[src/rtl/uart_pkg.sv]
// uart_pkg: shared definitions for the UART token receiver.
//   - default bit period (100 MHz system clock, 115200 baud)
//   - ASCII codes used by the token parser
//   - receiver state encoding
package uart_pkg;

  localparam int CLKS_PER_BIT_DEF = 868;

  localparam logic [7:0] ASCII_ZERO = 8'h30;
  localparam logic [7:0] ASCII_NINE = 8'h39;
  localparam logic [7:0] ASCII_SP   = 8'h20;
  localparam logic [7:0] ASCII_CR   = 8'h0D;
  localparam logic [7:0] ASCII_LF   = 8'h0A;

  typedef enum logic [2:0] {
    ST_IDLE      = 3'd0,
    ST_START     = 3'd1,
    ST_DATA      = 3'd2,
    ST_STOP      = 3'd3,
    ST_WAIT_IDLE = 3'd4
  } rx_state_t;

  function automatic logic is_digit(input logic [7:0] b);
    return (b >= ASCII_ZERO) && (b <= ASCII_NINE);
  endfunction

  function automatic logic is_sep(input logic [7:0] b);
    return (b == ASCII_SP) || (b == ASCII_CR) || (b == ASCII_LF);
  endfunction

endpackage

[src/rtl/uart_rx_core.sv]
// uart_rx_core: 8N1 serial deframer.
// Ports:
//   clk        system clock (rising edge)
//   rst_n      asynchronous active-low reset
//   uart_rx    raw serial line, idle high, LSB first
//   byte_data  last good byte (held between pulses)
//   byte_valid one-cycle pulse, byte_data is new
//   frame_err  one-cycle pulse, stop bit sampled low
//
// state     | meaning
// ----------+-----------------------------------------------
// IDLE      | waiting for falling edge on armed line
// START     | half-bit wait, confirm start bit still low
// DATA      | sampling 8 data bits, one per bit period
// STOP      | sampling stop bit
// WAIT_IDLE | after framing error, wait for line high
module uart_rx_core
  import uart_pkg::*;
#(
  parameter int CLKS_PER_BIT = CLKS_PER_BIT_DEF
) (
  input  logic       clk,
  input  logic       rst_n,
  input  logic       uart_rx,
  output logic [7:0] byte_data,
  output logic       byte_valid,
  output logic       frame_err
);

  localparam int TMR_W = $clog2(CLKS_PER_BIT);
  localparam logic [TMR_W-1:0] HALF_LOAD = TMR_W'(CLKS_PER_BIT / 2 - 1);
  localparam logic [TMR_W-1:0] FULL_LOAD = TMR_W'(CLKS_PER_BIT - 1);

  logic             rx_meta;
  logic             rx_s;
  logic [1:0]       sync_fill;
  logic             armed;
  rx_state_t        state;
  rx_state_t        nxt;
  logic [TMR_W-1:0] timer;
  logic [2:0]       bit_cnt;
  logic [7:0]       shift;

  logic tc;
  logic load_half;
  logic load_full;
  logic shift_en;
  logic byte_done;
  logic ferr;

  assign tc = (timer == '0);

  // The synchronizer resets to 1, which would look like an idle line even if
  // the pin is low. Only arm start detection once a real high has passed
  // through both flops, so a reset mid-frame never restarts on stale low bits.
  always_ff @(posedge clk or negedge rst_n) begin
    if (!rst_n) begin
      rx_meta   <= 1'b1;
      rx_s      <= 1'b1;
      sync_fill <= 2'b00;
      armed     <= 1'b0;
    end else begin
      rx_meta   <= uart_rx;
      rx_s      <= rx_meta;
      sync_fill <= {sync_fill[0], 1'b1};
      armed     <= armed | (sync_fill[1] & rx_s);
    end
  end

  always_ff @(posedge clk or negedge rst_n) begin
    if (!rst_n) state <= ST_IDLE;
    else        state <= nxt;
  end

  always_comb begin
    nxt       = state;
    load_half = 1'b0;
    load_full = 1'b0;
    shift_en  = 1'b0;
    byte_done = 1'b0;
    ferr      = 1'b0;
    case (state)
      ST_IDLE: begin
        if (armed && !rx_s) begin
          nxt       = ST_START;
          load_half = 1'b1;
        end
      end
      ST_START: begin
        if (tc) begin
          if (!rx_s) begin
            nxt       = ST_DATA;
            load_full = 1'b1;
          end else begin
            nxt = ST_IDLE;
          end
        end
      end
      ST_DATA: begin
        if (tc) begin
          shift_en  = 1'b1;
          load_full = 1'b1;
          if (bit_cnt == 3'd7) nxt = ST_STOP;
        end
      end
      ST_STOP: begin
        if (tc) begin
          if (rx_s) begin
            byte_done = 1'b1;
            nxt       = ST_IDLE;
          end else begin
            ferr = 1'b1;
            nxt  = ST_WAIT_IDLE;
          end
        end
      end
      ST_WAIT_IDLE: begin
        if (rx_s) nxt = ST_IDLE;
      end
      default: nxt = ST_IDLE;
    endcase
  end

  always_ff @(posedge clk or negedge rst_n) begin
    if (!rst_n) begin
      timer      <= '0;
      bit_cnt    <= '0;
      shift      <= '0;
      byte_data  <= '0;
      byte_valid <= 1'b0;
      frame_err  <= 1'b0;
    end else begin
      if (load_half)      timer <= HALF_LOAD;
      else if (load_full) timer <= FULL_LOAD;
      else if (!tc)       timer <= timer - 1'b1;

      if (load_half)     bit_cnt <= '0;
      else if (shift_en) bit_cnt <= bit_cnt + 1'b1;

      if (shift_en)  shift     <= {rx_s, shift[7:1]};
      if (byte_done) byte_data <= shift;
      byte_valid <= byte_done;
      frame_err  <= ferr;
    end
  end

endmodule

[src/rtl/uart_token_rx.sv]
// uart_token_rx: UART receiver plus decimal token parser.
// Digits accumulate into a number; a space/CR/LF ends the token and emits it.
// Ports:
//   clk          system clock (rising edge)
//   rst_n        asynchronous active-low reset
//   uart_rx      serial line, 8N1, idle high
//   o_byte       last received byte
//   o_byte_valid one-cycle pulse, o_byte is new
//   o_num        last completed token value (saturated)
//   o_num_valid  one-cycle pulse, o_num is new
//   o_num_ovf    token exceeded 2^NUM_W-1 (only during o_num_valid)
//   o_tok_err    one-cycle pulse, illegal character
//   o_frame_err  one-cycle pulse, stop bit low
module uart_token_rx
  import uart_pkg::*;
#(
  parameter int CLKS_PER_BIT = CLKS_PER_BIT_DEF,
  parameter int NUM_W        = 16
) (
  input  logic             clk,
  input  logic             rst_n,
  input  logic             uart_rx,
  output logic [7:0]       o_byte,
  output logic             o_byte_valid,
  output logic [NUM_W-1:0] o_num,
  output logic             o_num_valid,
  output logic             o_num_ovf,
  output logic             o_tok_err,
  output logic             o_frame_err
);

  // Four spare bits cover acc*10+9 when acc is held at the saturation value.
  localparam int ACC_W = NUM_W + 4;
  localparam logic [ACC_W-1:0] NUM_MAX = {4'b0000, {NUM_W{1'b1}}};

  logic [ACC_W-1:0] acc;
  logic [ACC_W-1:0] acc_nxt;
  logic             active;
  logic             ovf;

  uart_rx_core #(
    .CLKS_PER_BIT(CLKS_PER_BIT)
  ) u_core (
    .clk       (clk),
    .rst_n     (rst_n),
    .uart_rx   (uart_rx),
    .byte_data (o_byte),
    .byte_valid(o_byte_valid),
    .frame_err (o_frame_err)
  );

  // For '0'..'9' the low nibble is the digit value.
  assign acc_nxt = acc * ACC_W'(10) + ACC_W'(o_byte[3:0]);

  always_ff @(posedge clk or negedge rst_n) begin
    if (!rst_n) begin
      acc         <= '0;
      active      <= 1'b0;
      ovf         <= 1'b0;
      o_num       <= '0;
      o_num_valid <= 1'b0;
      o_num_ovf   <= 1'b0;
      o_tok_err   <= 1'b0;
    end else begin
      o_num_valid <= 1'b0;
      o_num_ovf   <= 1'b0;
      o_tok_err   <= 1'b0;
      if (o_byte_valid) begin
        if (is_digit(o_byte)) begin
          active <= 1'b1;
          if (acc_nxt > NUM_MAX) begin
            acc <= NUM_MAX;
            ovf <= 1'b1;
          end else begin
            acc <= acc_nxt;
          end
        end else if (is_sep(o_byte)) begin
          if (active) begin
            o_num       <= acc[NUM_W-1:0];
            o_num_valid <= 1'b1;
            o_num_ovf   <= ovf;
            acc         <= '0;
            active      <= 1'b0;
            ovf         <= 1'b0;
          end
        end else begin
          o_tok_err <= 1'b1;
          acc       <= '0;
          active    <= 1'b0;
          ovf       <= 1'b0;
        end
      end
    end
  end

endmodule

[config.mk]
export PLATFORM = sky130hd
export DESIGN_NAME = uart_token_rx
export DESIGN_NICKNAME = d
export VERILOG_FILES = /design/src/rtl/uart_pkg.sv /design/src/rtl/uart_rx_core.sv /design/src/rtl/uart_token_rx.sv
export SDC_FILE = /design/constraint.sdc
export NUM_CORES = 1
export LEC_CHECK = 0
export CAP_MARGIN = 20
export CORE_MARGIN = 4
export CORE_UTILIZATION = 50
export CTS_BUF_LIST = sky130_fd_sc_hd__clkbuf_16
export CTS_CLUSTER_DIAMETER = 120
export DETAILED_ROUTE_END_ITERATION = 16
export PLACE_DENSITY = 0.67
export SETUP_SLACK_MARGIN = 0.3
export SLEW_MARGIN = 25
export SYNTH_ARGS = -nofsm -noshare
export SYNTH_HDL_FRONTEND = slang
export SYNTH_SLANG_ARGS = --single-unit
[constraint.sdc]
create_clock -name clk -period 4.3 [get_ports clk]
set_clock_uncertainty 0.15 [all_clocks]
set_input_delay 0.43 -clock clk [delete_from_list [all_inputs] [get_ports clk]]
set_output_delay 0.43 -clock clk [all_outputs]
set_load 0.02 [all_outputs]
After elaboration in Yosys (flattened, before gate mapping)
Cells that the tools add are included.

Word-level logic and storage cells: 102. Flip-flop bits (word level): 80. Bits of input ports: 3. Output and inout bits: 29.

Add/subtract/negate cells: 3. Multipliers: 1. Reduce and logical (&&, ||, !) cells: 12. Mux-type cells: 45. Bitwise gates (word level): 3. $lt $le $gt $ge: 3. Eq/ne operators: 17.

Operators by type and width (number): $mux W20 (4); $mux W10 (3); $mux W3 (9); $mux W1 (26); $add A20 B4 Y20 (1); $gt A20 B16 Y1 const B (1); $mul A20 B3 Y19 const B (1); $eq A8 B4 Y1 const B (2); $pmux W3 S5 (1); $ne A2 B1 Y1 const B (7); $logic_not A10 Y1 (1); $sub A10 B1 Y10 const B (1); $eq A8 B6 Y1 const B (1); $ge A8 B6 Y1 const B (1); $le A8 B6 Y1 const B (1); $eq A3 B2 Y1 const B (2); $eq A3 B3 Y1 const B (2); $ne A3 B3 Y1 const B (2); $reduce_and A6 Y1 (1); $reduce_and A4 Y1 (1); $add A3 B1 Y3 const B (1); $eq A3 B1 Y1 const B (1); $logic_not A3 Y1 (1); $reduce_and A3 Y1 (1); 10 further kinds (12).

Logic depth before layout (Yosys ltp)
Gate-level depths: netlist (run 1).

Word-level depth: 6. Depth in mapped cells: 13. Gate-level depth less buffers: 12.

Modules after synthesis
A second synthesis (run 1) with hierarchy kept.

Cells, all modules: 441. Area total of the unflattened synthesis: 4678.2 µm².

Modules (own cells, without submodules): uart_token_rx (times used 1, cells an instance 303, area each 2946.6 µm², seq. area each 1001.0 µm²); uart_rx_core (times used 1, cells an instance 138, area each 1731.7 µm², seq. area each 978.4 µm²).

Worst setup path before layout (run 1)
Ideal clock, no wire load.

Path kind: register -> register. From: register acc[1]. To: register acc[11]. Data arrival time: 3.550 ns. Stages on the path, launching flop included: 14. Setup slack: 0.474 ns. Path buffers: 1. Clock period less this slack: 3.826 ns. Cell sequence: dfrtp_1 > ha_1 > ha_1 > fa_1 > a211oi_2 > o21a_1 > xnor2_2 > and3_1 > nand4_2 > or4_1 > o21ai_2 > a21oi_4 > buf_6 > a221o_1.

Longest elaborated chain between the ends: 5.

Ends and longest elaborated chain: from (decl) (line uart_token_rx.sv:36) `logic [ACC_W-1:0] acc;`; from (signal assigned) (line uart_token_rx.sv:75) `acc <= acc_nxt;`; $mul A20 B3 Y19 * (line uart_token_rx.sv:53) `assign acc_nxt = acc * ACC_W'(10) + ACC_W'(o_byte[3:0]);`; $add A20 B4 Y20 * (line uart_token_rx.sv:53); $gt A20 B16 Y1 (line uart_token_rx.sv:71) `if (acc_nxt > NUM_MAX) begin`; $mux W20 * (line uart_token_rx.sv:71); $mux W20 * (line uart_token_rx.sv:69) `if (is_digit(o_byte)) begin`.

Every way passes the cells marked *; elsewhere a longest branch is shown, timed or not. A chain may end at the register's enable or synchronous reset.

Final worst setup path (run 1)
From: register acc[1]. To: register acc[3].

The elaborated chain is that of the path after synthesis.

==> summary.txt, run 1 <==
Comb pwr share = 9.2%
Clock Power Share = 45.7%
GRT Util Overall = 19.56%
Area grow syn2layout = 19.06%
Die Wd = 104.8 µm
Clk buf depth = 2
Max-slew violation count = 0
CTS tree = built
Period utilization = 90.57%
Routed wire length = 10080 µm
Outcome = finished with violations
Ys async rst share = 100.0%
Initial drt markers = 210
Crit path DAT = 3.96 ns
Syn_area_per_cell = 10.80 µm²
Largest family of logic cells by synthesized area = compound AO/OA/AOI/OAI gates
MaxCap Viol Count = 0
Row cnt = 35
Multiplexer share of the synthesized area = 8.994%
Antenna Cells = 0
Worst-margin pin slew = 0.7086 ns
Gate Count Post-Synth = 434
Count of cell types in the netlist = 68
Filler instances = 765
Flops & latches, synth = 79
Layout Nets = 514
Sequential share of power = 45.1%
Power Density = 338.9 nW/µm²
Inserted Clock Buffers = 9
Internal = 1.444 mW
Unrepaired setup endpoints after global routing = false
Largest net degree at the start of global routing = 80
Final GP Congestion = 0.8752
Post-Place Cells = 565
Net Sw Frac = 23.65%
Worst hold slack = -0.03915 ns
Syn. warnings = 0
Vias = 3518
Antenna violations before repair = 0
Setup crit start kind = register
Worst-path maximum fanout = 8
CP Capture Type = register
Post-Syn Nets = 476
VDD IR max = 0.0002989 V
ANT nets after route = 0
Die Y = 104.8 µm
DIE AREA = 10990 µm²
DRC = 0
Final instance area = 5582 µm²
Skew-Pair Late Insertion Delay = 0.33 ns
Post-synthesis adder-cell area fraction = 10.73%
Initial core utilization = 50.98%
PortBufs = 31
Req. time, crit path = 4.36 ns
Hold Violations, Final = 29
First-pass GRT wire length = 17530 µm
Predominant post-synthesis flop cell = dfrtp_1
Setup TNS = 0 ns
# hold bufs at CTS = 0
Maximum clock frequency = 256.8 MHz
Clock sink total = 79
Io pins = 32
Min Clock Period, post-route = 3.895 ns
CP Class = register to register
Layout Cells excl Fill = 588
Simple-gate share of the synthesized area = 14.97%
Post-synthesis compound-gate area fraction = 15.64%
Vias in the first global route = 3598
Share of layout cells above drive strength 1 = 21.38%
Slew Limit Headroom = 52.76%
Hold Path Class = input port to asynchronous set/reset pin
Sequential-to-total area share from yosys stat = 42.22%
HPWL after detailed placement = 6965 µm
Failing checks = hold timing
Syn Std Cell Area = 4688 µm²
CTS root buffer = clkbuf_16
First drt pass iteration count = 4
Routed WL per cell = 17.14 µm
Finish-stage setup viols = 0
DR vias/cell = 5.983
Post-synthesis xor/xnor area fraction = 4.777%
H-tree depth = 3
Gr ovfl total = 0
Post-synth EDFFs = 0
Sw Pwr = 0.4475 mW
Leak = 2.636 nW
Core area = 9196 µm²
Clock input transition at the sequential cells of the worst setup and hold paths = 0.06 ns
Area post-placement = 5091 µm²
synth_stat cells, drive strengths merged, types with 2 or more instances:
| cell | count | share of area (%) |
|---|---|---|
| a211oi | 7 | 1.5 |
| a21o | 9 | 1.5 |
| a21oi | 25 | 2.9 |
| a221o | 16 | 3.6 |
| a31oi | 3 | 0.40 |
| and2 | 8 | 1.1 |
| and3 | 3 | 0.43 |
| and4 | 2 | 0.37 |
| buf | 5 | 0.83 |
| clkbuf | 9 | 0.80 |
| dfrtp | 77 | 41 |
| dfstp | 2 | 1.1 |
| fa | 2 | 0.85 |
| ha | 37 | 9.9 |
| inv | 7 | 0.56 |
| mux2 | 33 | 7.9 |
| mux2i | 5 | 1.1 |
| nand2 | 28 | 2.2 |
| nand2b | 8 | 1.1 |
| nand3 | 10 | 1.1 |
| nand4 | 4 | 0.67 |
| nor2 | 36 | 2.9 |
| nor2b | 2 | 0.27 |
| nor3 | 13 | 1.5 |
| nor3b | 2 | 0.32 |
| nor4 | 7 | 1.7 |
| o211ai | 5 | 0.80 |
| o21a | 2 | 0.32 |
| o21ai | 15 | 1.8 |
| o21ba | 2 | 0.43 |
| o22a | 2 | 0.37 |
| o31ai | 3 | 0.48 |
| or2 | 4 | 0.53 |
| or3 | 4 | 0.53 |
| xnor2 | 17 | 3.7 |
| xor2 | 6 | 1.1 |
metal layers:
metal | up-vias | routed length [µm] | share of wire [%] | global-route usage, %
met5 | - | 0 | 0 | 0
met2 | 76 | 4827 | 48 | 31.44
met4 | 0 | 224 | 2.2 | 7.498
met1 | 1731 | 4752 | 47 | 26.40
met3 | 26 | 276 | 2.7 | 3.459
li1 | 1685 | - | - | -
power groups by stage:
stage	Sequential [mW]	Clock [mW]	Combinational (mW)
3_5_place_dp	0.865	0	0.176
5_1_grt	0.862	0.915	0.203
3_3_place_gp	0.862	0	0.168
6_report	0.852	0.865	0.174
2_1_floorplan	0.846	0	0.147
4_1_cts	0.851	0.880	0.176
critical path, stage by stage (launching register included):
cell and delay, ns:
dfrtp_2 0.41, ha_1 0.30, ha_2 0.22, fa_2 0.40
a211oi_4 0.30, buf_4 0.16, o21a_4 0.16, xnor2_2 0.16
and3_4 0.24, nand4_2 0.11, or4_4 0.46, o21ai_4 0.24
a21oi_4 0.15, a221o_2 0.33
placed cells by master (no fill, tap or decap), drive strengths merged, types with 3 or more instances in the layout:
cell	netlist	layout
mux2i	5	5
xor2	6	6
and3	3	3
inv	7	10
a21o	9	9
clkdlybuf4s50	0	30
ha	37	37
clkbuf	9	9
or2	4	4
o211ai	5	5
xnor2	17	17
a21oi	25	26
nand2b	8	8
bufinv	0	3
nand2	28	28
or3	4	4
nor4	7	7
o31ai	3	3
buf	5	12
a211oi	7	7
nor3	13	13
mux2	33	33
a221o	16	16
nor2	36	36
dfrtp	77	77
o21ai	15	15
and2	8	8
nand3	10	10
nand4	4	4
a31oi	3	3
path summary, 6_finish.rpt:
kind | from | to | slack (ns) | cells after the start
max | acc[1] | acc[3] | 0.41 | 13
min | rst_n | o_num[13] | -0.04 | 1
max reg2reg | acc[1] | acc[3] | 0.41 | 13
min reg2reg | u_core.sync_fill[0] | u_core.sync_fill[1] | 0.20 | 0
max in group asynchronous | rst_n | acc[1] | 3.49 | 1
min in group clk | u_core.sync_fill[0] | u_core.sync_fill[1] | 0.20 | 0
repair_timing:
action / in CTS / in global routing
pin swaps: 5 / 9
gates cloned: 1 / 0
setup endpoints to repair: 16 / 17
buffers inserted: 1 / 5
resized for setup: 7 / 13
stage by stage:
stage                     setup slack (ns)  power (mW)  hold slack, ns  utilization [%]
final                               0.4053       1.892        -0.03915            60.69
after global routing                0.2797       1.980         0.02714            60.69
after CTS                           0.3038       1.907          0.1439            59.66
after detailed placement            0.2288       1.040          0.1864            55.36
after global placement              0.3092       1.030          0.1813            55.36
after floorplan                     0.4740      0.9922        -0.01559                -
cell type report:
cell class,count,area (µm²),share of cell area [%]
Tap cell,111,138.9,2.488
Timing Repair Buffer,42,394.1,7.061
Clock buffer,9,225.2,4.035
Multi-Input combinational cell,333,2701,48.40
Inverter,7,26.28,0.4707
Clock inverter,7,115.1,2.062
Sequential cell,79,1981,35.49
cell families after synthesis:
family                     count (synthesis)
AOI/OAI and AO/OA                         98
xor gates and xnor gates                  23
adders and majority gates                 39
buffers and inverters                     23
DFF                                       79
muxes                                     38
other                                      1
and+or+nand+nor                          133
registers in the layout, summed over array words and instances, names as in the netlist:
name	count
acc	19
o_num	16
u_core.timer	10
u_core.byte_data	8
u_core.shift	8
u_core.bit_cnt	3
u_core.state	3
u_core.sync_fill	2
active	1
o_num_ovf	1
o_num_valid	1
o_tok_err	1
ovf	1
u_core.armed	1
u_core.byte_valid	1
u_core.frame_err	1
u_core.rx_meta	1
u_core.rx_s	1
Power figures use the tool's default switching activity.
==> run 2: changes to the inputs <==
- ABC_AREA: default -> 1
- RECOVER_POWER: default -> 100
==> summary.txt, run 2 <==
Slowest cell on the critical path = fa_1 (was or4_4)
CP Capture Type = register (unchanged)
Maximum clock frequency = 272.6 MHz (was 256.8 MHz)
HP Start = u_core.sync_fill[0]
RR Startpoint = acc[1] (unchanged)
Gr ovfl total = 0 (unchanged)
Post-CTS setup buffer count = 0 (was 1)
Antenna Cells = 0 (unchanged)
Post-synth top cells = nand2_1, inv_1, dfrtp_1 (was dfrtp_1, ha_1, nor2_1)
DR WL met2 = 5615 µm (was 4827 µm)
Area grow syn2layout = 13.69% (was 19.06%)
Multi-input gate area = 2725 µm² (was 2701 µm²)
Sequential-to-total area share from yosys stat = 38.59% (was 42.22%)
Reg with most FFs = acc (unchanged)
Initial core utilization = 51.99% (was 50.98%)
Count of cell types in the netlist = 45 (was 68)
VDD IR max = 0.0003921 V (was 0.0002989 V)
First-pass GRT wire length = 20780 µm (was 17530 µm)
Setup crit start kind = register (unchanged)
Setup TNS = 0 ns (unchanged)
Yosys top cell area share = 37.57% (was 41.10%)
Flops & latches, synth = 79 (unchanged)
Post-synth EDFFs = 0 (unchanged)
Layout Nets = 758 (was 514)
Antenna violations before repair = 0 (unchanged)
Post-Syn Nets = 721 (was 476)
Gate Count Post-Synth = 679 (was 434)
Largest area contributor in the netlist = dfrtp_1 (unchanged)
Hold Path Class = register to register (was input port to asynchronous set/reset pin)
Syn. warnings = 0 (unchanged)
Power Density = 309.1 nW/µm² (was 338.9 nW/µm²)
Ys async rst share = 100.0% (unchanged)
Req. time, crit path = 4.36 ns (about the same)
Commonest cells after routing, fill and taps aside = nand2_1, inv_1, dfrtp_1, nor2_1, o21ai_0 (was dfrtp_1, nor2_1, ha_1, mux2_2, clkdlybuf4s50_1)
Die Wd = 109.3 µm (was 104.8 µm)
Skew-Pair Late Insertion Delay = 0.33 ns (about the same)
DRT met1 WL = 5389 µm (was 4752 µm)
CTS tree = built (unchanged)
Routed wire length = 11840 µm (was 10080 µm)
First drt pass iteration count = 6 (was 4)
Clk buf depth = 2 (unchanged)
GRT Util Overall = 22.02% (was 19.56%)
# hold bufs at CTS = 0 (unchanged)
Routed WL per cell = 13.87 µm (was 17.14 µm)
Largest net degree at the start of global routing = 80 (unchanged)
Metal3 WL = 589 µm (was 276 µm)
Final GP Congestion = 0.9002 (was 0.8752)
DRC = 0 (unchanged)
Worst-margin pin slew = 1.879 ns (was 0.7086 ns)
Crit path DAT = 3.73 ns (was 3.96 ns)
Slew Limit Headroom = -25.23% (was 52.76%)
Crit-path most repeated cell = nand2_1
Syn Std Cell Area = 5129 µm² (was 4688 µm²)
R2R Setup Slk = 0.63 ns (was 0.41 ns)
Unrepaired setup endpoints after global routing = false (unchanged)
Row cnt = 36 (was 35)
Clock sink total = 79 (unchanged)
Hold Violations, Final = 0 (was 29)
Hold depth = 0
Final instance area = 5831 µm² (was 5582 µm²)
Core area = 9864 µm² (was 9196 µm²)
HPWL after detailed placement = 9113 µm (was 6965 µm)
Critical path buffer and inverter count = 0 (was 1)
Critical-path cell list = ha_1 -> ha_1 -> fa_1 -> nand2_1 -> nor2_1 -> nand2_1 -> nand2_1 -> nand2_1 -> nor2_4 -> nand2_1 -> nor2_1 -> nand3_1 -> nor2_1 -> nand4_1 -> nand2_1 -> nand2_8 -> o21ai_0 -> nand2_1 (was ha_1 -> ha_2 -> fa_2 -> a211oi_4 -> buf_4 -> o21a_4 -> xnor2_2 -> and3_4 -> nand4_2 -> or4_4 -> o21ai_4 -> a21oi_4 -> a221o_2)
Leak = 3.165 nW (was 2.636 nW)
Worst Reg-to-Reg Cells = 18 (was 13)
Die Y = 109.3 µm (was 104.8 µm)
Worst-path maximum fanout = 10 (was 8)
Outcome = finished with violations (unchanged)
Critical path's largest stage delay = 0.59 ns (was 0.46 ns)
PortBufs = 31 (unchanged)
DIE AREA = 11940 µm² (was 10990 µm²)
Vias in the first global route = 4477 (was 3598)
Area post-placement = 5590 µm² (was 5091 µm²)
Syn_area_per_cell = 7.553 µm² (was 10.80 µm²)
Io pins = 32 (unchanged)
CP top delay family = simple AND/OR/NAND/NOR gates (was compound AO/OA/AOI/OAI gates)
ANT nets after route = 0 (unchanged)
Predominant post-synthesis flop cell = dfrtp_1 (unchanged)
Max-slew violation count = 80 (was 0)
CTS root buffer = clkbuf_16 (unchanged)
Failing checks = capacitance limit, slew limit (was hold timing)
Crit path depth = 18 (was 13)
Clock input transition at the sequential cells of the worst setup and hold paths = 0.06 ns (about the same)
RR Endpoint = acc[8] (was acc[3])
H-tree depth = 3 (unchanged)
CP Class = register to register (unchanged)
Post-CTS resize count = 0 (was 7)
Dominant cells by area after synthesis = dfrtp_1, nand2_1, ha_1 (was dfrtp_1, ha_1, mux2_2)
Initial drt markers = 279 (was 210)
Most frequent cell after synthesis = nand2_1 (was dfrtp_1)
Vias = 4460 (was 3518)
Top layer in use = met4 (unchanged)
Period utilization = 85.31% (was 90.57%)
Max reg flops = 19 (unchanged)
Min Clock Period, post-route = 3.668 ns (was 3.895 ns)
MaxCap Viol Count = 1 (was 0)
Finish-stage setup viols = 0 (unchanged)
Share of layout cells above drive strength 1 = 7.212% (was 21.38%)
Min-Delay Endpoint = u_core.sync_fill[1]
Commonest non-fill, non-tap cell in the layout = nand2_1 (was dfrtp_1)
Largest regs = acc x19, o_num x16, u_core.timer x10 (unchanged)
Inserted Clock Buffers = 9 (unchanged)
Filler instances = 931 (was 765)
DR vias/cell = 5.222 (was 5.983)
Register area = 1979 µm² (was 1981 µm²)
## run 2: cell count changes after synthesis, moves of 10 or more
cell / change
a21oi_1: -14
nand2_2: +16
nand4_1: +10
mux2_2: -33
nand2_1: +194
nand3_1: +30
a221o_1: -10
o21ai_0: +26
inv_1: +82
## run 2: logic make-up (layout without fill, tap and decap cells)
kind of cell	after synthesis	count (layout)	synth area share [%]
simple gates	372	372	32.84
buf+inv	100	142	7.489
flops	79	79	38.59
compound gates	70	70	8.100
fa+ha+maj	39	39	9.807
xor+xnor	17	17	2.903
other cells	1	1	0.07312
mux	1	1	0.1952
## run 2: cell type report
| cell class | count | area share [%] |
|---|---|---|
| Clock inverter | 7 | 1.245 |
| Clock buffer | 9 | 3.863 |
| Multi-Input combinational cell | 500 | 46.74 |
| Tap cell | 133 | 2.854 |
| Timing Repair Buffer | 35 | 5.494 |
| Sequential cell | 79 | 33.95 |
| Inverter | 91 | 5.858 |
## run 2: power by group
group / total (mW) / leakage (nW) / switching (mW) / internal [mW]
sequential: 0.838 / 1.06 / 0.0415 / 0.797
clock: 0.751 / 0.132 / 0.302 / 0.449
combinational: 0.213 / 1.98 / 0.133 / 0.0801
total: 1.80 / 3.16 / 0.476 / 1.33
## run 2: stage by stage
step                      util (%)  hold WS (ns)  power, mW  std cells  setup slack (ns)
after floorplan                  -      -0.01559      1.004        679             1.157
after global placement       56.67        0.1882      1.050        838            0.9986
after detailed placement     56.67        0.1928      1.062        838            0.8720
after global routing         59.11        0.2071      1.912        854            0.3132
after CTS                    59.69        0.1392      1.817        854            0.8403
final                        59.11        0.2036      1.802        854            0.6316
## run 2: how the worst max path moves through the flow
stage	startpoint	end	slack, ns
detailed placement	acc[1]	acc[0]	0.87
global placement	acc[1]	acc[0]	1.0
CTS	acc[1]	acc[8]	0.84
global route	acc[1]	acc[1]	0.31
finish	acc[1]	acc[8]	0.63
floorplan	acc[1]	acc[0]	1.16
## run 2: routing by layer
layer,track usage (%),up-vias
met5,0,-
met4,7.569,0
met3,4.322,23
met2,36.18,95
met1,29.11,2088
li1,-,2254
==> run 3: changes to the inputs <==
- PLACE_DENSITY: 0.67 -> 0.68
==> summary.txt, run 3 (same netlist as run 2, synthesis figures left out) <==
Outcome = finished with violations (unchanged)
Failing checks = capacitance limit, slew limit (unchanged)
Setup crit start kind = register (unchanged)
CP Class = register to register (unchanged)
Net Sw Frac = 26.41% (was 26.43%)
Inserted Clock Buffers = 9 (unchanged)
Clock input transition at the sequential cells of the worst setup and hold paths = 0.06 ns (about the same)
Final instance area = 5818 µm² (was 5831 µm²)
Layout Cells excl Fill = 854 (unchanged)
Top layer in use = met4 (unchanged)
Post-CTS resize count = 0 (unchanged)
Sw Pwr = 0.4743 mW (was 0.4763 mW)
GRT Util Overall = 21.63% (was 22.02%)
Critical path's largest stage delay = 0.59 ns (about the same)
Comb pwr share = 12.2% (was 11.8%)
Post-CTS setup buffer count = 0 (unchanged)
Finish-stage setup viols = 0 (unchanged)
DRT met1 WL = 5569 µm (was 5389 µm)
Row cnt = 36 (unchanged)
Vias = 4402 (was 4460)
Min Clock Period, post-route = 3.613 ns (was 3.668 ns)
Slowest cell on the critical path = fa_1 (unchanged)
Critical-path cell list = ha_1 -> ha_1 -> fa_1 -> nand2_1 -> nor2_1 -> nand2_1 -> nand2_1 -> nand2_1 -> nor2_1 -> nand3_1 -> nor2_1 -> nand3_1 -> nand2_1 -> nand3_1 -> nor2_8 -> nand2_8 -> o21ai_0 -> nand2_1 (was ha_1 -> ha_1 -> fa_1 -> nand2_1 -> nor2_1 -> nand2_1 -> nand2_1 -> nand2_1 -> nor2_4 -> nand2_1 -> nor2_1 -> nand3_1 -> nor2_1 -> nand4_1 -> nand2_1 -> nand2_8 -> o21ai_0 -> nand2_1)
Worst-margin pin slew = 1.895 ns (was 1.879 ns)
Crit-path most repeated cell = nand2_1 (unchanged)
Antenna Cells = 0 (unchanged)
Internal = 1.322 mW (was 1.326 mW)
H-tree depth = 3 (unchanged)
DR vias/cell = 5.155 (was 5.222)
Post-Place Cells = 838 (unchanged)
Critical path buffer and inverter count = 0 (unchanged)
Power Density = 308.7 nW/µm² (was 309.1 nW/µm²)
Hold Violations, Final = 0 (unchanged)
Largest regs = acc x19, o_num x16, u_core.timer x10 (unchanged)
Crit path DAT = 3.68 ns (was 3.73 ns)
Initial core utilization = 51.99% (unchanged)
Layout Nets = 758 (unchanged)
Clk buf depth = 2 (unchanged)
Antenna violations before repair = 0 (unchanged)
Setup TNS = 0 ns (unchanged)
Commonest cells after routing, fill and taps aside = nand2_1, inv_1, dfrtp_1, o21ai_0, nor2_1 (was nand2_1, inv_1, dfrtp_1, nor2_1, o21ai_0)
First-pass GRT wire length = 20270 µm (was 20780 µm)
Metal3 WL = 473 µm (was 589 µm)
Io pins = 32 (unchanged)
Clock sink total = 79 (unchanged)
Skew-Pair Late Insertion Delay = 0.33 ns (about the same)
Final GP Congestion = 0.8935 (was 0.9002)
R2R Setup Slk = 0.69 ns (was 0.63 ns)
Die Y = 109.3 µm (unchanged)
Routed wire length = 11770 µm (was 11840 µm)
Hold Path Class = register to register (unchanged)
CP Capture Type = register (unchanged)
DRC = 0 (unchanged)
Period utilization = 84.02% (was 85.31%)
ANT nets after route = 0 (unchanged)
Gr ovfl total = 0 (unchanged)
DIE AREA = 11940 µm² (unchanged)
CTS tree = built (unchanged)
Share of layout cells above drive strength 1 = 7.212% (unchanged)
Maximum clock frequency = 276.8 MHz (was 272.6 MHz)
CP top delay family = simple AND/OR/NAND/NOR gates (unchanged)
Sequential share of power = 46.8% (was 46.5%)
Core area = 9864 µm² (unchanged)
Area post-placement = 5590 µm² (unchanged)
CTS root buffer = clkbuf_16 (unchanged)
DR WL met2 = 5517 µm (was 5615 µm)
Unrepaired setup endpoints after global routing = false (unchanged)
Routed WL per cell = 13.79 µm (was 13.87 µm)
Worst-path maximum fanout = 10 (unchanged)
Leak = 3.168 nW (was 3.165 nW)
Worst hold slack = 0.2058 ns (was 0.2036 ns)
Vias in the first global route = 4272 (was 4477)
Max reg flops = 19 (unchanged)
Reg with most FFs = acc (unchanged)
VDD IR max = 0.0004227 V (was 0.0003921 V)
Initial drt markers = 232 (was 279)
Max-slew violation count = 80 (unchanged)
RR Endpoint = acc[3] (was acc[8])
Die Wd = 109.3 µm (unchanged)
MaxCap Viol Count = 1 (unchanged)
Commonest non-fill, non-tap cell in the layout = nand2_1 (unchanged)
Tot Pwr = 1.796 mW (was 1.802 mW)
Largest net degree at the start of global routing = 80 (unchanged)
Clock Power Share = 41.0% (was 41.7%)
Area grow syn2layout = 13.44% (was 13.69%)
Hold depth = 0 (unchanged)
HPWL after detailed placement = 9039 µm (was 9113 µm)
# hold bufs at CTS = 0 (unchanged)
HP Start = u_core.sync_fill[0] (unchanged)
Slew Limit Headroom = -26.32% (was -25.23%)
Req. time, crit path = 4.37 ns (was 4.36 ns)
First drt pass iteration count = 4 (was 6)
Min-Delay Endpoint = u_core.sync_fill[1] (unchanged)
Worst Reg-to-Reg Cells = 18 (unchanged)
RR Startpoint = acc[1] (unchanged)
PortBufs = 31 (unchanged)
run 3: stage by stage:
| stage | worst slack (ns) | util, % |
|---|---|---|
| 2_1_floorplan | 1.157 | - |
| 3_3_place_gp | 0.9942 | 56.67 |
| 3_5_place_dp | 0.8933 | 56.67 |
| 4_1_cts | 0.8685 | 59.59 |
| 5_1_grt | 0.2911 | 58.98 |
| 6_report | 0.6869 | 58.98 |
run 3: worst max path at each step:
stage	startpoint	end	slack [ns]	depth (start not counted)
finish	acc[1]	acc[3]	0.69	18
global route	acc[1]	acc[15]	0.29	18
CTS	acc[1]	acc[0]	0.87	18
detailed placement	acc[1]	acc[0]	0.89	18
global placement	acc[1]	acc[1]	0.99	18
floorplan	acc[1]	acc[0]	1.16	18
run 3: power groups by stage:
stage	sequential, mW	clock, mW	combinational, mW
after detailed placement	0.852	0	0.216
after CTS	0.839	0.755	0.220
final	0.840	0.737	0.219
after global routing	0.847	0.782	0.253
after global placement	0.849	0	0.200
after floorplan	0.842	0	0.162
run 3: cell type report:
type                    instances  area [µm²]
well taps                     133       166.4
multi-input cells             500        2719
inverters                      91       341.6
clock buffers                   9       225.2
flip-flops and latches         79        1979
fillers                       899        4046
clock inverters                 7       62.56
repair buffers                 35       324.1
run 3: per-layer routing:
| layer | vias up | GRT usage (%) |
|---|---|---|
| met2 | 67 | 34.25 |
| li1 | 2248 | - |
| met1 | 2070 | 29.67 |
| met3 | 17 | 4.381 |
| met4 | 0 | 7.302 |
| met5 | - | 0 |
==> RTL edit 1 (flow settings as in run 2) <==
Register the output `o_frame_err`, without a reset; this adds one clock of latency there. The other outputs are not delayed to match. Comments in the files are not updated.
--- a/src/rtl/uart_token_rx.sv
+++ b/src/rtl/uart_token_rx.sv
@@ -33,6 +33,8 @@
   localparam int ACC_W = NUM_W + 4;
   localparam logic [ACC_W-1:0] NUM_MAX = {4'b0000, {NUM_W{1'b1}}};
 
+  logic o_frame_err_d;
+
   logic [ACC_W-1:0] acc;
   logic [ACC_W-1:0] acc_nxt;
   logic             active;
@@ -46,7 +48,7 @@
     .uart_rx   (uart_rx),
     .byte_data (o_byte),
     .byte_valid(o_byte_valid),
-    .frame_err (o_frame_err)
+    .frame_err (o_frame_err_d)
   );
 
   // For '0'..'9' the low nibble is the digit value.
@@ -93,5 +95,9 @@
     end
   end
 
+  always_ff @(posedge clk) begin
+    o_frame_err <= o_frame_err_d;
+  end
+
 endmodule
 
Function: no difference found for any inputs over 10 cycles, from zero or initial values and one cycle with rst_n low; that may be too few to reach the edited logic, so the function may still have changed.
==> RTL edit 1 against run 2 <==
The flow still finishes with violations (max-capacitance violations, max-slew violations); sequential power rose by 1%; global-route usage rose by 0.37 points; non-clock buffer count fell by 3; design area barely moved; clock power rose by 4.0%; cell count rose by 1.5%; worst hold slack got worse by 0.0092 ns; wire length rose by 2.9%; worst setup slack improved by 0.046 ns; total power rose by 2.0%; sequential cell count rose by 1; synthesized area fell by 0.68%; critical endpoint is now acc[6]$_DFFE_PN0P_.
==> RTL edit 1: results (changes against run 2) <==
Yosys
  • Synth Area in XOR/XNOR: 0.0275 (-0.00152)
  • Register area share after synthesis: 0.393 (+0.00658)
  • Post-synthesis compound-gate area fraction: 0.0776 (-0.00337)
  • Yosys cell types: 39 (-13%)
  • Post-synth top cells: nand2_1 (241), inv_1 (82), dfrtp_1 (77), nand3_1 (48), nor2_1 (44)
  • Fraction of registers with async set/reset: 0.988 (-0.0125)
  • Adder-cell share of the synthesized area: 0.0987 (+0.000675)
  • Top cells by area, synth: dfrtp_1 (38%), nand2_1 (18%), ha_1 (9.1%)
  • Mux contribution to synthesized area: 0 (-0.00195)
  • Synthesized Nets: 736 (+2.1%)

Placement
  • Port buffer count: 31 (unchanged)
  • Post-DP Area: 5540 sq um (-0.98%)
  • Detail Placement HPWL: 9.19 mm (+0.84%)
  • GPL Wtd Cong: 0.921 (+2.3%)
  • # placed instances: 851 (+1.6%)
  • Place WS: 0.873 ns (+0.00148 ns)

Detailed routing
  • Drt wl/cell: 14.1 microns (+1.4%)
  • Vias: 4547 (+2.0%)
  • DRT iter0 DRCs: 194 (-30%)
  • Met3 routed WL: 513 microns (-13%)
  • Wire length on met1: 5.62 mm (+4.2%)

Worst setup path
  • Slowest stage delay, CP: 0.57 ns (-0.02 ns)
  • CP arrival: 3.67 ns (-0.06 ns)
  • CP max FO: 17 (+7)

Cells and area
  • Comb_multi_in: 514 (+2.8%)
  • Area of the multi-input gates: 2700 sq um (-0.96%)
  • Inverters: 92 (+1.1%)
  • Seq. cell area: 2000 sq um (+1.0%)
  • Fillcell total: 925 (-0.64%)
  • Non-clock buffer share: 0.0530 (-0.00190)
  • Fraction of final layout cells sized beyond drive strength 1: 0.0695 (-0.00264)
  • Fraction of area in multi-input gates: 0.463 (-0.00421)
  • Final cell count without fillers: 867 (+1.5%)
  • Clock network area share: 0.0528 (+0.00175)
  • Non-clk bufs: 32 (-8.6%)
  • Nets: 771 (+1.7%)

Global routing
  • Met3 Use GR: 0.0409 (-0.00237)
  • Total track usage: 0.224 (+0.00366)
  • Global Route met2 Usage: 0.370 (+0.00789)
  • Met1 usage in global routing: 0.296 (+0.00504)
  • First-pass GRT wire length: 21.0 mm (+1.1%)

Power
  • P per Cell Area: 315 nW/um^2 (+2.0%)
  • Net switching power: 0.458 mW (-4.0%)
  • Maximum VDD drop: 535 uV (+37%)
  • Combinational Power Share: 0.112 (-0.006)
  • Clock share of power: 0.425 (+0.008)
  • LEAKAGE: 3.31 nW (+4.4%)

Status
  • Failing checks: max-capacitance violations, max-slew violations
  • Status: complete, but fails checks

Floorplanning
  • Die area: 11900 sq um (-0.64%)

Flow run
  • # Max-Cap Violations: 1 (unchanged)

STA
  • Least-Margin Pin Slew: 1.91 ns (+0.0324 ns)
  • Slew Limit Fails: 80 (unchanged)

CTS
  • Clock Sinks: 80 (+1.3%)
## RTL edit 1: changes by cell type in the layout (fill, tap and decap cells not counted), moves of 3 or more
cell,delta
nand2_1,+18
inv_2,+7
nand3_1,+7
inv_1,-4
a211oi_1,-3
a21oi_1,+3
clkbuf_1,-3
clkinvlp_4,-3
xnor2_1,-3
## RTL edit 1: path summary, 6_finish.rpt
check	start	end	slack, ns	cells past startpoint
max reg2reg	acc[1]$_DFFE_PN0P_	acc[6]$_DFFE_PN0P_	0.68	18
min	u_core.frame_err$_DFF_PN0_	o_frame_err$_DFF_P_	0.19	0
max	acc[1]$_DFFE_PN0P_	acc[6]$_DFFE_PN0P_	0.68	18
min in group asynchronous	rst_n	u_core.timer[1]$_DFFE_PN0P_	0.49	1
max in group asynchronous	rst_n	acc[6]$_DFFE_PN0P_	2.39	1
min reg2reg	u_core.frame_err$_DFF_PN0_	o_frame_err$_DFF_P_	0.19	0
==> RTL edit 2 (config.mk and constraints of run 2) <==
Without the edit above. `CLKS_PER_BIT_DEF`: 868 -> 1736.
--- a/src/rtl/uart_pkg.sv
+++ b/src/rtl/uart_pkg.sv
@@ -4,7 +4,7 @@
 //   - receiver state encoding
 package uart_pkg;
 
-  localparam int CLKS_PER_BIT_DEF = 868;
+  localparam int CLKS_PER_BIT_DEF = 1736;
 
   localparam logic [7:0] ASCII_ZERO = 8'h30;
   localparam logic [7:0] ASCII_NINE = 8'h39;
Check against the original RTL: same outputs for any inputs over 10 cycles, from zero or initial values and one cycle with rst_n low; that may be too few to reach the edited logic, so the function may still have changed.
==> RTL edit 2 against run 2 <==
The flow still finishes with violations (max-capacitance violations, max-slew violations); sequential cell count grew 1; wire length shrank 7.7%; first-iteration DRC count shrank 30%; synthesized area shrank 1.7%; design area shrank 1.5%; sequential power grew 1%; total power shrank 1.4%; count of clock-buffer cells in the layout is the same; worst setup slack gained 0.058 ns.
==> RTL edit 2: results (changes against run 2) <==
Status
  • Failing checks: max-capacitance violations, max-slew violations
  • Status: complete, but fails checks

Placement
  • Detail Placement HPWL: 8.39 mm (-7.9%)
  • # placed instances: 823 (-1.8%)
  • Place WS: 0.915 ns (+0.0428 ns)
  • GPL Wtd Cong: 0.872 (-3.1%)

Global routing
  • First-pass GRT wire length: 19.3 mm (-7.0%)
  • Total track usage: 0.206 (-0.0141)
  • Vias in the first global route: 4211 (-5.9%)

Yosys
  • Register area share after synthesis: 0.398 (+0.0116)
  • Synth Instances: 665 (-2.1%)
  • Top cells by area, synth: dfrtp_1 (39%), nand2_1 (16%), ha_1 (9.2%)
  • Post-synth top cells: nand2_1 (210), inv_1 (88), dfrtp_1 (78), nand3_1 (47), nor2_1 (42)
  • Yosys cell types: 38 (-16%)

Worst setup path
  • Register-to-register setup slack: 0.69 ns (+0.06 ns)
  • Critical R2R Capture: acc[9]$_DFFE_PN0P_
  • Slowest stage delay, CP: 0.55 ns (-0.04 ns)

Flow run
  • # Max-Cap Violations: 1 (unchanged)

Cells and area
  • Final cell count without fillers: 838 (-1.9%)
  • Fillcell total: 957 (+2.8%)

Detailed routing
  • DRT iter0 DRCs: 195 (-30%)
  • 1st-pass router iterations: 5 (-1)

Power
  • Maximum VDD drop: 313 uV (-20%)
  • LEAKAGE: 3.13 nW (-1.1%)
  • Switching share of power: 0.258 (-0.00660)

STA
  • Slew Limit Fails: 81 (+1.3%)
## RTL edit 2: kinds of logic after synthesis
logic type | Yosys count | synth area share
AO/OA/AOI/OAI | 76 | 0.0871
XOR/XNOR | 17 | 0.0295
adder cells (fa/ha/maj) | 39 | 0.0998
buffers and inverters | 100 | 0.0744
flip-flops | 80 | 0.398
other | 1 | 0.000744
AND/OR/NAND/NOR | 352 | 0.311
## RTL edit 2: layer usage
| metal | track usage | wire, microns | vias up | part of all wire |
|---|---|---|---|---|
| li1 | - | - | 2189 | - |
| met1 | 0.282 | 5350 | 1975 | 0.49 |
| met2 | 0.341 | 5150 | 44 | 0.47 |
| met3 | 0.0287 | 278 | 11 | 0.025 |
| met4 | 0.0622 | 149 | 0 | 0.014 |
| met5 | 0 | 0 | - | 0 |
## RTL edit 2: power groups by stage
stage	clock network (mW)	logic [mW]	registers (mW)
final	0.730	0.200	0.848
after global routing	0.769	0.233	0.856
after CTS	0.740	0.202	0.848
after detailed placement	0	0.202	0.859
after global placement	0	0.190	0.858
after floorplan	0	0.152	0.850
## RTL edit 2: cell type report
class	count	area share
clock buffer	9	0.0392
tap	133	0.0290
sequential	80	0.349
clock inverter	6	0.00937
timing repair buffer	33	0.0551
inverter	92	0.0602
multi-input combinational	485	0.458
## RTL edit 2: through the flow
step | hold slack (ns) | instance area, sq um
5_1_grt | 0.219 | 5740
3_5_place_dp | 0.188 | 5500
4_1_cts | 0.161 | 5780
3_3_place_gp | 0.182 | 5500
2_1_floorplan | -0.0156 | 5040
6_report | 0.200 | 5740
## RTL edit 2: worst max path at each step
| stage | startpoint | to | slack, ns |
|---|---|---|---|
| after global placement | acc[1]$_DFFE_PN0P_ | acc[1]$_DFFE_PN0P_ | 0.98 |
| after global routing | acc[1]$_DFFE_PN0P_ | acc[0]$_DFFE_PN0P_ | 0.33 |
| after detailed placement | acc[1]$_DFFE_PN0P_ | acc[9]$_DFFE_PN0P_ | 0.91 |
| after floorplan | acc[1]$_DFFE_PN0P_ | acc[0]$_DFFE_PN0P_ | 1.15 |
| after CTS | acc[1]$_DFFE_PN0P_ | acc[9]$_DFFE_PN0P_ | 0.88 |
| final | acc[1]$_DFFE_PN0P_ | acc[9]$_DFFE_PN0P_ | 0.69 |
## RTL edit 2: critical path, delay by kind of cell (launching register included)
family                   cells  cell delay [ns]
AO/OA/AOI/OAI                2             0.40
adder cells (fa/ha/maj)      3             1.10
buffers and inverters        1             0.10
flip-flops                   1             0.44
AND/OR/NAND/NOR             12             1.30
